$ cat config.mk
export PLATFORM = sky130hd
export DESIGN_NAME = mem_port_arb
export DESIGN_NICKNAME = d
export VERILOG_FILES = /design/src/rtl/mem_port_arb.sv
export SDC_FILE = /design/constraint.sdc
export NUM_CORES = 1
export LEC_CHECK = 0
export ABC_AREA = 1
export BUFFER_PORTS_ARGS = -buffer_cell sky130_fd_sc_hd__buf_4
export CAP_MARGIN = 20
export CORE_AREA = 2 2 119 121
export DETAILED_ROUTE_END_ITERATION = 6
export DIE_AREA = 0 0 121 123
export GPL_TIMING_DRIVEN = 0
export PLACE_DENSITY_LB_ADDON = 0.05
export SETUP_SLACK_MARGIN = 0.3
export SYNTH_ARGS = -nofsm -noshare
export SYNTH_HDL_FRONTEND = slang
export SYNTH_SLANG_ARGS = --single-unit
$ cat constraint.sdc
create_clock -name clk -period 2.35 [get_ports clk]
set_input_delay 0 -clock clk [delete_from_list [all_inputs] [get_ports clk]]
set_output_delay 0 -clock clk [all_outputs]
set_load 0.01 [all_outputs]
$ cat src/rtl/mem_port_arb.sv
// Shares one memory port between weight reads, input-data reads and result writes, with burst
// locking and an in-order read tag FIFO. Define MEM_ARB_RR_EN for round-robin arbitration.
module mem_port_arb #(
  parameter int AW              = 32,
  parameter int DW              = 32,
  parameter int BURST_LEN       = 16,
  parameter int MAX_OUTSTANDING = 4
) (
  input  logic          clk,
  input  logic          rst,
  input  logic          wt_rd_req,
  input  logic [AW-1:0] wt_rd_addr,
  output logic          wt_rd_gnt,
  output logic          wt_rd_valid,
  output logic [DW-1:0] wt_rd_data,
  input  logic          dat_rd_req,
  input  logic [AW-1:0] dat_rd_addr,
  output logic          dat_rd_gnt,
  output logic          dat_rd_valid,
  output logic [DW-1:0] dat_rd_data,
  input  logic          dst_wr_req,
  input  logic [AW-1:0] dst_wr_addr,
  input  logic [DW-1:0] dst_wr_data,
  output logic          dst_wr_gnt,
  output logic          mem_req,
  output logic          mem_we,
  output logic [AW-1:0] mem_addr,
  output logic [DW-1:0] mem_wdata,
  input  logic          mem_gnt,
  input  logic          mem_rvalid,
  input  logic [DW-1:0] mem_rdata,
  output logic [1:0]    owner,
  output logic          err_unexp_rsp
);
  // state    | meaning
  // OWN_NONE | port idle, re-arbitrated every cycle
  // OWN_WT   | weight reads own the port
  // OWN_DAT  | input-data reads own the port
  // OWN_DST  | result writes own the port
  typedef enum logic [1:0] {
    OWN_NONE = 2'd0,
    OWN_WT   = 2'd1,
    OWN_DAT  = 2'd2,
    OWN_DST  = 2'd3
  } owner_t;

  localparam int PW = (MAX_OUTSTANDING > 1) ? $clog2(MAX_OUTSTANDING) : 1;
  localparam int CW = PW + 1;
  localparam logic [CW-1:0] FULL_CNT  = CW'(MAX_OUTSTANDING);
  localparam logic [7:0]    LAST_BEAT = 8'(BURST_LEN - 1);

  owner_t        r_owner;
  owner_t        w_next;
  logic [7:0]    r_beat_cnt;
  logic [CW-1:0] r_count;
  logic [PW-1:0] r_wptr;
  logic [PW-1:0] r_rptr;
  logic [1:0]    r_tags [MAX_OUTSTANDING];
  logic          r_err;
  logic [3:0]    w_req_vec;
  logic          w_owner_req;
  logic          w_full;
  logic          w_empty;
  logic          w_mem_req;
  logic          w_gnt_any;
  logic          w_last_beat;
  logic          w_rearb;
  logic          w_push;
  logic          w_pop;
  logic [1:0]    w_head;

  // Indexed by owner encoding; slot 0 (NONE) never requests.
  assign w_req_vec   = {dst_wr_req, dat_rd_req, wt_rd_req, 1'b0};
  assign w_owner_req = w_req_vec[r_owner];
  assign w_full      = (r_count == FULL_CNT);
  assign w_empty     = (r_count == '0);
  assign w_mem_req   = (r_owner != OWN_NONE) & w_owner_req & ((r_owner == OWN_DST) | ~w_full);
  assign w_gnt_any   = w_mem_req & mem_gnt;
  assign w_last_beat = w_gnt_any & (r_beat_cnt == LAST_BEAT);
  assign w_rearb     = (r_owner == OWN_NONE) | ~w_owner_req | w_last_beat;
  assign w_push      = w_gnt_any & (r_owner != OWN_DST);
  assign w_pop       = mem_rvalid & ~w_empty;
  assign w_head      = r_tags[r_rptr];

`ifdef MEM_ARB_RR_EN
  owner_t r_last;

  // Channel visited 'step' places after 'last' in the cycle WT->DAT->DST->WT.
  function automatic logic [1:0] rr_cand(input logic [1:0] last, input int step);
    int t;
    t = (int'(last) - 1 + step) % 3 + 1;
    return 2'(t);
  endfunction

  // Scanned farthest-first so the nearest requesting channel wins.
  always_comb begin
    w_next = OWN_NONE;
    for (int i = 3; i >= 1; i--) begin
      if (w_req_vec[rr_cand(r_last, i)]) w_next = owner_t'(rr_cand(r_last, i));
    end
  end
`else
  always_comb begin
    w_next = OWN_NONE;
    if (dst_wr_req)      w_next = OWN_DST;
    else if (wt_rd_req)  w_next = OWN_WT;
    else if (dat_rd_req) w_next = OWN_DAT;
  end
`endif

  always_ff @(posedge clk or posedge rst) begin
    if (rst) begin
      r_owner    <= OWN_NONE;
      r_beat_cnt <= '0;
      r_count    <= '0;
      r_wptr     <= '0;
      r_rptr     <= '0;
      r_err      <= 1'b0;
`ifdef MEM_ARB_RR_EN
      r_last     <= OWN_DST;
`endif
    end else begin
      if (w_rearb) begin
        r_owner    <= w_next;
        r_beat_cnt <= '0;
`ifdef MEM_ARB_RR_EN
        if (w_next != OWN_NONE) r_last <= w_next;
`endif
      end else if (w_gnt_any) begin
        r_beat_cnt <= r_beat_cnt + 8'd1;
      end

      if (w_push) r_wptr <= r_wptr + PW'(1);
      if (w_pop)  r_rptr <= r_rptr + PW'(1);
      case ({w_push, w_pop})
        2'b10:   r_count <= r_count + CW'(1);
        2'b01:   r_count <= r_count - CW'(1);
        default: r_count <= r_count;
      endcase

      if (mem_rvalid & w_empty) r_err <= 1'b1;
    end
  end

  // Tag payload needs no reset: the count alone says which slots are live.
  always_ff @(posedge clk) begin
    if (w_push) r_tags[r_wptr] <= r_owner;
  end

  always_comb begin
    mem_addr  = '0;
    mem_wdata = '0;
    case (r_owner)
      OWN_WT:  mem_addr = wt_rd_addr;
      OWN_DAT: mem_addr = dat_rd_addr;
      OWN_DST: begin
        mem_addr  = dst_wr_addr;
        mem_wdata = dst_wr_data;
      end
      default: ;
    endcase
  end

  assign mem_req       = w_mem_req;
  assign mem_we        = (r_owner == OWN_DST);
  assign wt_rd_gnt     = w_gnt_any & (r_owner == OWN_WT);
  assign dat_rd_gnt    = w_gnt_any & (r_owner == OWN_DAT);
  assign dst_wr_gnt    = w_gnt_any & (r_owner == OWN_DST);
  assign wt_rd_valid   = w_pop & (w_head == 2'(OWN_WT));
  assign dat_rd_valid  = w_pop & (w_head == 2'(OWN_DAT));
  assign wt_rd_data    = mem_rdata;
  assign dat_rd_data   = mem_rdata;
  assign owner         = r_owner;
  assign err_unexp_rsp = r_err;

endmodule

Word level (Yosys, flattened, before mapping). Memory sizes are Yosys's and may differ from the RTL's. Index checks and enable logic that the tools add are counted.

Flip-flop bits (word level): 18. RAM bits: 8. Bits of input ports: 167. Output and inout bits: 138. Word-level logic and storage cells: 58. Memories kept: 1.

Memories: r_tags (depth 4, width 2, rd ports 1, clocked after memory_dff 0, wr ports 1, RTL line 58) `logic [1:0] r_tags [MAX_OUTSTANDING];`.

$add $sub $neg: 5. Order comparisons: 1. Equality and inequality tests: 10. Muxes and demuxes: 12. Bitwise operators: 18. Reduce and logical (&&, ||, !) cells: 5.

Operators by type and width (count): 32-bit case mux with 3 select lines (1); 32-bit 2-to-1 mux (1); 8-bit 2-to-1 mux (2); 1-bit AND (12); 8-bit by 1-bit adder with 8-bit output, second input constant (1); 2-bit equality test, second input constant (4); 8-bit by 4-bit equality test with 1-bit output, second input constant (1); 2-bit by 1-bit equality test with 1-bit output, second input constant (3); 2-bit 2-to-1 mux (3); 3-bit case mux with 2 select lines (1); 2-bit nonzero test (3); 2-bit by 1-bit adder with 2-bit output, second input constant (2); 3-bit by 1-bit adder with 3-bit output, second input constant (1); 3-bit equality test, second input constant (1); 3-bit zero test (1); 2-bit by 3-bit less-than comparator with 1-bit output, second input constant (1); 1-bit 2-to-1 mux (3); 1-bit NOT (3); 1-bit OR (3); 3-bit by 1-bit subtractor with 3-bit output, second input constant (1); 1-bit binary-select mux with 2-bit select (1); 2-bit zero test (1); 2-bit inequality test, second input constant (1).

Depth between registers and ports, before layout. Gate-level depths: netlist of run 1.

Word-level depth: 8. Mapped depth: 10. Mapped depth without buffers: 10.

Least setup slack after synthesis of run 1. No wires, ideal clock.

Path type: flip-flop to flip-flop. Start point: register r_owner[1], in the netlist owner[1]. End point: register r_count[2]. Library setup time: 131 ps. Arrival time: 1960 ps. Required time: 2219 ps. Setup slack: 259 ps. Cell stages (with the launch flop): 11. Path buffers: 0. Period minus slack after synthesis: 2091 ps. Cell sequence: dfrtp_1 -> inv_1 -> nand3_1 -> nand3_2 -> nand4_1 -> ha_1 -> inv_1 -> fa_1 -> a21oi_1 -> o21ai_0 -> xor2_1.

Cells in the longest elaborated chain, start to end: 8. Elaborated cells on any way between the ends: 14. Those cells by class: eq/ne: 4; mux: 3; bitwise: 5; reduce/logical: 2.

RTL lines: start, declared (RTL line 52) `owner_t r_owner;`; start signal, assigned (RTL line 124) `r_owner <= w_next;`; 1-bit binary-select mux with 2-bit select (RTL line 74) `assign w_owner_req = w_req_vec[r_owner];`; 1-bit 2-to-1 mux (implied by the code) (RTL line 74); 1-bit AND (2 in a row) (RTL line 77) `assign w_mem_req = (r_owner != OWN_NONE) & w_owner_req & ((r_owner == OWN_DST) | ~w_full);`; 1-bit AND (RTL line 78) `assign w_gnt_any = w_mem_req & mem_gnt;`; 1-bit AND * (RTL line 81) `assign w_push = w_gnt_any & (r_owner != OWN_DST);`; 2-bit by 1-bit equality test with 1-bit output / 2-bit equality test (equally long branches) (RTL line 135) `case ({w_push, w_pop})`; 3-bit case mux with 2 select lines / 2-bit nonzero test (equally long branches); end signal, assigned (RTL line 136) `2'b10: r_count <= r_count + CW'(1);`; end signal, assigned (RTL line 137) `2'b01: r_count <= r_count - CW'(1);`; end signal, assigned (RTL line 138) `default: r_count <= r_count;`; end, declared (RTL line 55) `logic [CW-1:0] r_count;`.

Every way passes the cells marked *; elsewhere a longest branch is shown, timed or not. The select of a mux whose other input is x is not followed. A chain may end at the register's enable or synchronous reset.

Final worst setup path of run 1. Ends and elaborated chain as after synthesis.

==> impl_metrics.env, run 1 <==
export IMPL_outcome="completed"
export IMPL_die_area_sq_um=14900
export IMPL_antenna_found_initial=0
export IMPL_numCtsBuffers=3
export IMPL_dieHeight_um=123
export IMPL_ys_types=25
export IMPL_area_growth_pct=91.3
export IMPL_fin_skew_ns=0.00235
export IMPL_syn_nets=630
export IMPL_cpMaxStageDelayCell="dfrtp_2"
export IMPL_dp_hpwl_mm=9.95
export IMPL_crit_fanout=8
export IMPL_fin_setup_tns_ns=0
export IMPL_fp_dieW_um=121
export IMPL_cp_required_ns=2.49
export IMPL_slew_viol_final=0
export IMPL_synth_cells=456
export IMPL_drtIter0Drc=75
export IMPL_antennaDiodeCount=0
export IMPL_tightest_slew_ns=0.765
export IMPL_synth_edff_count=8
export IMPL_cpPeakStageDelay_ns=0.48
export IMPL_cts_tree="done"
export IMPL_routedWlPerCell_um=12.5
export IMPL_grt_pass1_wl_mm=16.9
export IMPL_fmax_mhz=514
export IMPL_clockRootBuffer="clkbuf_16"
export IMPL_synth_top_area_share_pct=21.2
export IMPL_cts_clk_slew_worst_paths_ns=0.07
export IMPL_setup_worst_path_end_class="flop"
export IMPL_yosys_warnings=0
export IMPL_grt_max_degree=19
export IMPL_critPathLaunchType="flop"
export IMPL_crit_type="flop to flop"
export IMPL_multi_input_area_sq_um=1330
export IMPL_met3_usage_pct=4.94
export IMPL_syn_area_sq_um=2760
export IMPL_start_util_pct=20.3
export IMPL_synth_main_ff_cell="dfrtp_1"
export IMPL_final_common_cell="buf_4"
export IMPL_period_share_pct=82.8
export IMPL_busiest_layer="met2"
export IMPL_hold_violations=0
export IMPL_viasPerCell=3.95
export IMPL_final_min_clock_period_ns=1.95
export IMPL_regArea_sq_um=694
export IMPL_setup_violations=0
export IMPL_hp_start="wt_rd_req"
export IMPL_hp_class="input port to flop"
export IMPL_arrival_ns=2.09
export IMPL_clock_path_buffers=2
export IMPL_avgSynthCellArea_sq_um=6.06
export IMPL_gr_usage_met2_pct=27.0
export IMPL_grt_pass1_vias=3419
export IMPL_core_area_sq_um=13600
export IMPL_layout_common_cells="buf_4, nand2_1, inv_1, nand3_1, nor2_1"
export IMPL_io_pins=305
export IMPL_rr_worst_depth=9
export IMPL_htree_levels=1
export IMPL_p_leak_uw=0.00312
export IMPL_critPathBufInv=2
export IMPL_peakVddDrop_mv=0.422
export IMPL_r2r_end="r_count[2]"
export IMPL_globalRouteMet1Util_pct=15.1
export IMPL_whs_path_depth=5
export IMPL_ys_seq_elements=26
export IMPL_track_usage_pct=14.1
export IMPL_p_per_area_nw_per_um2=877
export IMPL_fillers=1417
export IMPL_crit_family="adder cells"
export IMPL_ys_seq_area_share_pct=25.0
export IMPL_drive_above_1_share_pct=50.2
export IMPL_rsz0062_at_grt="no"
export IMPL_io_buffers=272
export IMPL_drc=0
export IMPL_drt_pass1_iterations=4
export IMPL_post_route_util_pct=38.8
export IMPL_clkSinkCount=26
export IMPL_ant_nets=0
export IMPL_fp_row_count=43
export IMPL_fin_area_sq_um=5290
export IMPL_rrSetupSlack_ns=0.40
export IMPL_whs_ns=0.0792
export IMPL_max_slew_margin_pct=48.9
export IMPL_synth_top_area_cell="nand2_1"
export IMPL_maxCapViolations=0
export IMPL_vias=3657
export IMPL_insertion_delay_ns=0.26
export IMPL_crit_chain="nand2_4, buf_4, nand4_1, ha_2, inv_1, fa_2, a21oi_1, o21ai_1, xor2_1"
export IMPL_place_congestion=0.759
export IMPL_wl_mm=11.6
export IMPL_nNetsFinal=920
export IMPL_r2r_start="owner[1]"
export IMPL_grt_overflow=0
export IMPL_hold_path_end="owner[0]"
export IMPL_placed_cell_area_sq_um=5030
export IMPL_synthTopCellsByArea="nand2_1, buf_4, dfrtp_1, nand3_1, inv_1"
export IMPL_async_flop_share_pct=69.2
through the flow:
stage	setup WS (ns)	instances	total power (uW)
6_report	0.403	925	4640
5_1_grt	0.319	925	5060
4_1_cts	0.301	919	4570
3_5_place_dp	-0.0153	908	3970
3_3_place_gp	0.0227	908	3990
2_1_floorplan	0.320	456	2400
power breakdown:
part           switching, uW  total, uW  internal, uW
sequential               150        761           610
clock                    159        498           339
combinational           1800       3380          1580
total                   2110       4640          2530
flip-flops by register name (all words and copies together), names as in the netlist:
register       cells
r_beat_cnt         8
owner              2
r_wptr             2
r_count            3
r_tags             8
err_unexp_rsp      1
r_rptr             2
what timing repair did:
item	in CTS	in global routing
pin swaps	2	4
gates resized for setup	3	11
endpoints found under the hold margin	19	0
setup endpoints to repair	2	2
buffers inserted	5	6
hold buffers	2	0
how the worst max path moves through the flow:
| stage | start | endpoint | slack (ns) | cells past startpoint |
|---|---|---|---|---|
| final | owner[1] | r_count[2] | 0.40 | 9 |
| after global routing | owner[1] | r_count[2] | 0.32 | 9 |
| after CTS | owner[1] | r_count[2] | 0.30 | 10 |
| after detailed placement | owner[0] | r_count[2] | -0.02 | 9 |
| after global placement | owner[0] | r_count[2] | 0.02 | 9 |
| after floorplan | owner[0] | r_count[2] | 0.32 | 9 |
worst register-to-register path: cells and delay by family, from the launching register on:
family	cells	cell delay [ns]
buffers and inverters	2	0.23
AND/OR/NAND/NOR	2	0.22
AO/OA/AOI/OAI	2	0.23
XOR/XNOR	1	0.15
flip-flops	1	0.48
adder cells (fa/ha/maj)	2	0.52
routing by layer:
metal / vias to the layer above / share of wire [%]
met3: 2 / 12
met4: 0 / 0.34
met2: 187 / 52
met5: - / 0
met1: 1580 / 36
li1: 1888 / -
synthesized netlist by cell type, drive strengths merged (2+ instances only):
cell / count
nand2: 157
nor2: 50
ha: 6
nand3b: 2
dfrtp: 18
edfxtp: 8
o21ai: 3
nand3: 56
buf: 73
clkbuf: 4
xor2: 6
inv: 66
area by class of cell:
class / count / area share (%)
repair buffers: 285 / 40.6
multi-input cells: 286 / 25.1
flip-flops and latches: 26 / 13.1
plain buffers: 77 / 10.2
inverters: 67 / 4.76
well taps: 180 / 4.26
clock buffers: 3 / 1.42
clock inverters: 1 / 0.568
kinds of logic (layout without fill, tap and decap cells):
logic type | Yosys count | after routing | share of synthesized area, %
AND/OR/NAND/NOR | 267 | 267 | 39.6
buffers and inverters | 144 | 433 | 28.6
flip-flops | 26 | 26 | 25.0
adder cells (fa/ha/maj) | 7 | 7 | 3.44
XOR/XNOR | 7 | 7 | 2.22
AO/OA/AOI/OAI | 5 | 5 | 1.18
Note: power is estimated with default switching activity, not from simulation.
==> run 2, diff against run 1 <==
- clock period: 2.35 -> 2 ns (I/O delays scaled with it)
==> impl_metrics.env, run 2 (synthesis results as in run 1) <==
export IMPL_crit_chain="nand2_4, buf_4, nand4_1, ha_2, inv_2, fa_2, a21oi_2, o21ai_1, xor2_1"
export IMPL_cpMaxStageDelayCell="dfrtp_2"
export IMPL_drt_pass1_iterations=4
export IMPL_insertion_delay_ns=0.26
export IMPL_pwr_share_seq_pct=15.4
export IMPL_fp_dieW_um=121
export IMPL_drc=0
export IMPL_htree_levels=1
export IMPL_p_leak_uw=0.00318
export IMPL_stdcell_count=931
export IMPL_p_clk_share_pct=10.4
export IMPL_antenna_found_initial=0
export IMPL_place_congestion=0.771
export IMPL_critPathBufInv=2
export IMPL_top_regs="r_beat_cnt: 8 flops, r_tags: 8 flops, r_count: 3 flops"
export IMPL_track_usage_pct=14.6
export IMPL_start_util_pct=20.3
export IMPL_cts_clk_slew_worst_paths_ns=0.07
export IMPL_vias=3674
export IMPL_max_slew_margin_pct=49.4
export IMPL_crit_fanout=7
export IMPL_cpPeakStageDelay_ns=0.47
export IMPL_numCtsBuffers=3
export IMPL_maxCapViolations=0
export IMPL_final_common_cell="buf_4"
export IMPL_outcome="completed"
export IMPL_die_area_sq_um=14900
export IMPL_hold_violations=0
export IMPL_post_route_util_pct=39.9
export IMPL_dp_hpwl_mm=10.2
export IMPL_fin_skew_ns=0.00418
export IMPL_grt_pass1_wl_mm=17.2
export IMPL_whs_ns=0.0784
export IMPL_drive_above_1_share_pct=52.9
export IMPL_nNetsFinal=926
export IMPL_pre_cts_slack_ns=-0.273
export IMPL_clockRootBuffer="clkbuf_16"
export IMPL_tightest_slew_ns=0.758
export IMPL_antennaDiodeCount=0
export IMPL_p_comb_share_pct=74.2
export IMPL_swShare_pct=44.8
export IMPL_setup_worst_path_end_class="flop"
export IMPL_grt_pass1_vias=3508
export IMPL_p_switching_uw=2550
export IMPL_peakVddDrop_mv=0.460
export IMPL_clkSinkCount=26
export IMPL_layout_common_cells="buf_4, nand2_1, inv_1, nand3_1, nor2_1"
export IMPL_final_min_clock_period_ns=1.88
export IMPL_drtIter0Drc=139
export IMPL_core_area_sq_um=13600
export IMPL_p_per_area_nw_per_um2=1050
export IMPL_setup_violations=0
export IMPL_total_power_uw=5700
export IMPL_io_pins=305
export IMPL_arrival_ns=2.02
export IMPL_fillers=1443
export IMPL_dp_cells=908
export IMPL_critPathLaunchType="flop"
export IMPL_hp_class="input port to flop"
export IMPL_area_growth_pct=96.5
export IMPL_cp_required_ns=2.14
export IMPL_grt_overflow=0
export IMPL_setup_slack_ns=0.120
export IMPL_fp_row_count=43
export IMPL_ant_nets=0
export IMPL_grt_max_degree=19
export IMPL_viasPerCell=3.95
export IMPL_slew_viol_final=0
export IMPL_period_share_pct=94.0
export IMPL_dieHeight_um=123
export IMPL_crit_type="flop to flop"
export IMPL_rsz0062_at_grt="yes"
export IMPL_io_buffers=272
export IMPL_crit_family="adder cells"
export IMPL_clock_path_buffers=2
export IMPL_p_int_uw=3150
export IMPL_routedWlPerCell_um=12.6
export IMPL_wl_mm=11.8
export IMPL_cts_tree="done"
export IMPL_fmax_mhz=532
-- run 2: cell types whose count changed in the layout (fill, tap and decap cells not counted), moves of 4 or more --
cell	delta
nor2_4	+4
buf_6	+4
nor2_1	-5
buf_4	+6
clkbuf_1	-4
buf_2	-4
-- run 2: worst paths after layout --
path	from	endpoint	slack (ns)	cells after the start
max in group asynchronous	rst	owner[0]	1.05	3
setup / recovery	owner[1]	r_count[2]	0.12	9
hold / removal	dat_rd_req	owner[1]	0.08	5
min in group asynchronous	rst	r_beat_cnt[3]	0.43	3
setup reg to reg	owner[1]	r_count[2]	0.12	9
hold reg to reg	err_unexp_rsp	err_unexp_rsp	0.48	1
-- run 2: metal layers --
layer  up-vias  routed length, um  GRT usage, %
li1       1893                  -             -
met1      1599               4180          15.8
met2       177               6210          27.4
met3         5               1300          5.17
met4         0                 82          2.83
met5         -                  0             0
-- run 2: cell type report --
cell class	count	area (sq um)	share of cell area [%]
clock buffers	3	75.1	1.38
inverters	67	254	4.68
multi-input cells	286	1380	25.3
well taps	180	225	4.15
flip-flops and latches	26	693	12.8
repair buffers	291	2210	40.7
clock inverters	1	30.0	0.553
plain buffers	77	569	10.5
-- run 2: worst reg2reg max path, stage by stage, from the launching register on --
cell and delay, ns:
dfrtp_2 0.47, nand2_4 0.09, buf_4 0.14, nand4_1 0.14, ha_2 0.20, inv_2 0.04, fa_2 0.34, a21oi_2 0.11
o21ai_1 0.08, xor2_1 0.15
-- run 2: power groups by stage --
stage	Sequential, uW	Combinational [uW]	Clock (uW)
after floorplan	876	1990	0
after global placement	906	3810	0
after detailed placement	912	3810	0
after CTS	886	4140	601
after global routing	907	4710	632
final	880	4230	590
-- run 2: through the flow --
step	TNS, ns	cell area, sq um
5_1_grt	0	5430
2_1_floorplan	0	2790
3_3_place_gp	-0.375	5060
4_1_cts	0	5340
6_report	0	5430
3_5_place_dp	-0.471	5060
-- run 2: timing repair --
item                                   in CTS  in global routing
endpoints found under the hold margin      19                  0
resized for setup                          20                 30
pin swaps                                   5                  7
cloned                                      0                  0
setup buffers                              13                  4
setup endpoints to repair                  41                 44
hold buffers                                2                  0
==> run 3, diff against run 2 <==
- ABC_AREA: 1 -> unset
- CORE_AREA: 2 2 119 121 -> 2 2 120 122
- DIE_AREA: 0 0 121 123 -> 0 0 122 124
- SLEW_MARGIN: unset -> 20
==> impl_metrics.env, run 3 <==
export IMPL_outcome="finished, violations left"
export IMPL_violations="negative setup slack"
export IMPL_grt_pass1_wl_mm=19.6
export IMPL_clockRootBuffer="clkbuf_16"
export IMPL_track_usage_pct=17.1
export IMPL_swShare_pct=38.8
export IMPL_peakVddDrop_mv=0.388
export IMPL_layout_common_cells="buf_4, and3_1, a22o_1, mux2_2, buf_6"
export IMPL_clock_path_buffers=2
export IMPL_synth_edff_count=8
export IMPL_viasPerCell=4.16
export IMPL_wl_mm=14.1
export IMPL_stdcell_count=783
export IMPL_drtIter0Drc=84
export IMPL_numCtsBuffers=3
export IMPL_synth_top_area_share_pct=17.5
export IMPL_p_comb_share_pct=78.3
export IMPL_setup_slack_ns=-0.114
export IMPL_whs_ns=0.00100
export IMPL_htree_levels=1
export IMPL_ys_types=43
export IMPL_avgSynthCellArea_sq_um=9.26
export IMPL_dp_cells=753
export IMPL_drive_above_1_share_pct=72.6
export IMPL_period_share_pct=106
export IMPL_synth_most_common_cell="buf_4"
export IMPL_arrival_ns=2.30
export IMPL_syn_nets=475
export IMPL_grt_pass1_vias=3249
export IMPL_drt_pass1_iterations=4
export IMPL_fp_row_count=43
export IMPL_die_area_sq_um=15100
export IMPL_routedWlPerCell_um=18.0
export IMPL_maxCapViolations=0
export IMPL_insertion_delay_ns=0.26
export IMPL_fin_skew_ns=0.00209
export IMPL_post_route_util_pct=41.5
export IMPL_yosys_warnings=0
export IMPL_p_per_area_nw_per_um2=1170
export IMPL_tightest_slew_ns=0.760
export IMPL_p_int_uw=4070
export IMPL_p_clk_share_pct=8.8
export IMPL_vias=3258
export IMPL_synth_cells=301
export IMPL_io_buffers=272
export IMPL_grt_max_degree=19
export IMPL_ys_seq_area_share_pct=24.8
export IMPL_antennaDiodeCount=0
export IMPL_critPathLaunchType="flop"
export IMPL_antenna_found_initial=0
export IMPL_nNetsFinal=778
export IMPL_hold_violations=0
export IMPL_p_leak_uw=0.00305
export IMPL_core_area_sq_um=13700
export IMPL_total_power_uw=6650
export IMPL_final_min_clock_period_ns=2.11
export IMPL_pwr_share_seq_pct=12.8
export IMPL_synth_top_area_cell="buf_4"
export IMPL_clkSinkCount=26
export IMPL_place_congestion=0.839
export IMPL_synth_main_ff_cell="dfrtp_1"
export IMPL_dieHeight_um=124
export IMPL_fp_dieW_um=122
export IMPL_p_switching_uw=2580
export IMPL_area_growth_pct=104
export IMPL_async_flop_share_pct=69.2
export IMPL_ant_nets=0
export IMPL_max_slew_margin_pct=49.3
export IMPL_setup_violations=6
export IMPL_drc=0
export IMPL_cts_tree="done"
export IMPL_crit_type="flop to flop"
export IMPL_fmax_mhz=473
export IMPL_hp_class="input port to flop"
export IMPL_synthTopCellsByArea="buf_4, dfrtp_1, mux2_2, a22o_1, edfxtp_1"
export IMPL_cts_clk_slew_worst_paths_ns=0.07
export IMPL_slew_viol_final=0
export IMPL_setup_worst_path_end_class="flop"
export IMPL_synth_common_cells="buf_4, and3_1, mux2_2"
export IMPL_start_util_pct=20.3
export IMPL_final_common_cell="buf_4"
export IMPL_grt_overflow=0
export IMPL_dp_hpwl_mm=11.9
export IMPL_rsz0062_at_grt="yes"
export IMPL_ys_seq_elements=26
export IMPL_io_pins=305
export IMPL_syn_area_sq_um=2790
export IMPL_crit_fanout=4
export IMPL_top_regs="r_beat_cnt: 8 flops, r_tags: 8 flops, r_count: 3 flops"
export IMPL_cp_required_ns=2.19
[run 3: cell count changes in the layout (fill, tap and decap cells not counted), sizes merged, moves of 9 or more]
cell	change
inv	-56
and3	+35
nand2	-145
mux2	+33
nor2	-41
clkbuf	+9
nand3	-54
a22o	+32
[run 3: cell type report]
class	count	area, sq um
plain buffers	82	719
clock buffers	3	75.1
clock inverters	1	30.0
fillers	1406	8030
inverters	11	41.3
multi-input cells	180	1560
flip-flops and latches	26	693
well taps	180	225
repair buffers	300	2350
[run 3: logic make-up after synthesis]
group	after synthesis	synth area share (%)
buffers and inverters	95	21.9
and+or+nand+nor	75	15.5
AOI/OAI and AO/OA	52	15.9
muxes	36	15.3
DFF	26	24.8
xor gates and xnor gates	10	3.14
adders and majority gates	7	3.41
[run 3: critical path: stages (launching register included)]
cell and delay, ns:
dfrtp_2 0.41, buf_6 0.12, mux2_4 0.30, a22oi_4 0.18, nor3_4 0.06, inv_2 0.06, ha_4 0.12, inv_2 0.04
fa_2 0.33, xor2_1 0.14, nor2_1 0.12, xor2_1 0.15
[run 3: metrics by stage]
step,worst slack [ns],area [sq um],TNS [ns]
6_report,-0.114,5690,-0.364
5_1_grt,-0.200,5690,-1.40
4_1_cts,-0.150,5520,-0.405
3_5_place_dp,-0.426,5080,-0.695
3_3_place_gp,-0.379,5080,-0.625
2_1_floorplan,-0.195,2810,-0.276
[run 3: power groups by stage]
stage / sequential, uW / clock [uW] / combinational (uW)
6_report: 854 / 587 / 5210
2_1_floorplan: 859 / 0 / 2340
5_1_grt: 880 / 609 / 5580
4_1_cts: 853 / 595 / 4880
3_3_place_gp: 892 / 0 / 4200
3_5_place_dp: 897 / 0 / 4210
[run 3: routing by layer]
metal,up-vias,share of wire [%],global-route usage (%)
met4,0,0.72,2.44
met5,-,0,0
met2,113,50,29.1
met1,1519,41,21.5
li1,1619,-,-
met3,7,8.4,5.82
[run 3: path summary, 6_finish.rpt]
path,depth (start not counted),end,slack [ns],startpoint
max in group asynchronous,3,owner[1],1.03,rst
setup reg to reg,11,r_count[2],-0.11,owner[0]
hold reg to reg,1,err_unexp_rsp,0.46,err_unexp_rsp
min in group asynchronous,3,r_rptr[1],0.45,rst
hold / removal,3,owner[0],0.001,wt_rd_req
setup / recovery,11,r_count[2],-0.11,owner[0]
[run 3: timing repair]
action,in CTS,in global routing
hold buffers,3,0
pin swaps,7,9
endpoints found under the hold margin,20,0
setup endpoints to repair,87,85
resized for setup,41,32
setup buffers,17,6
cloned,0,2
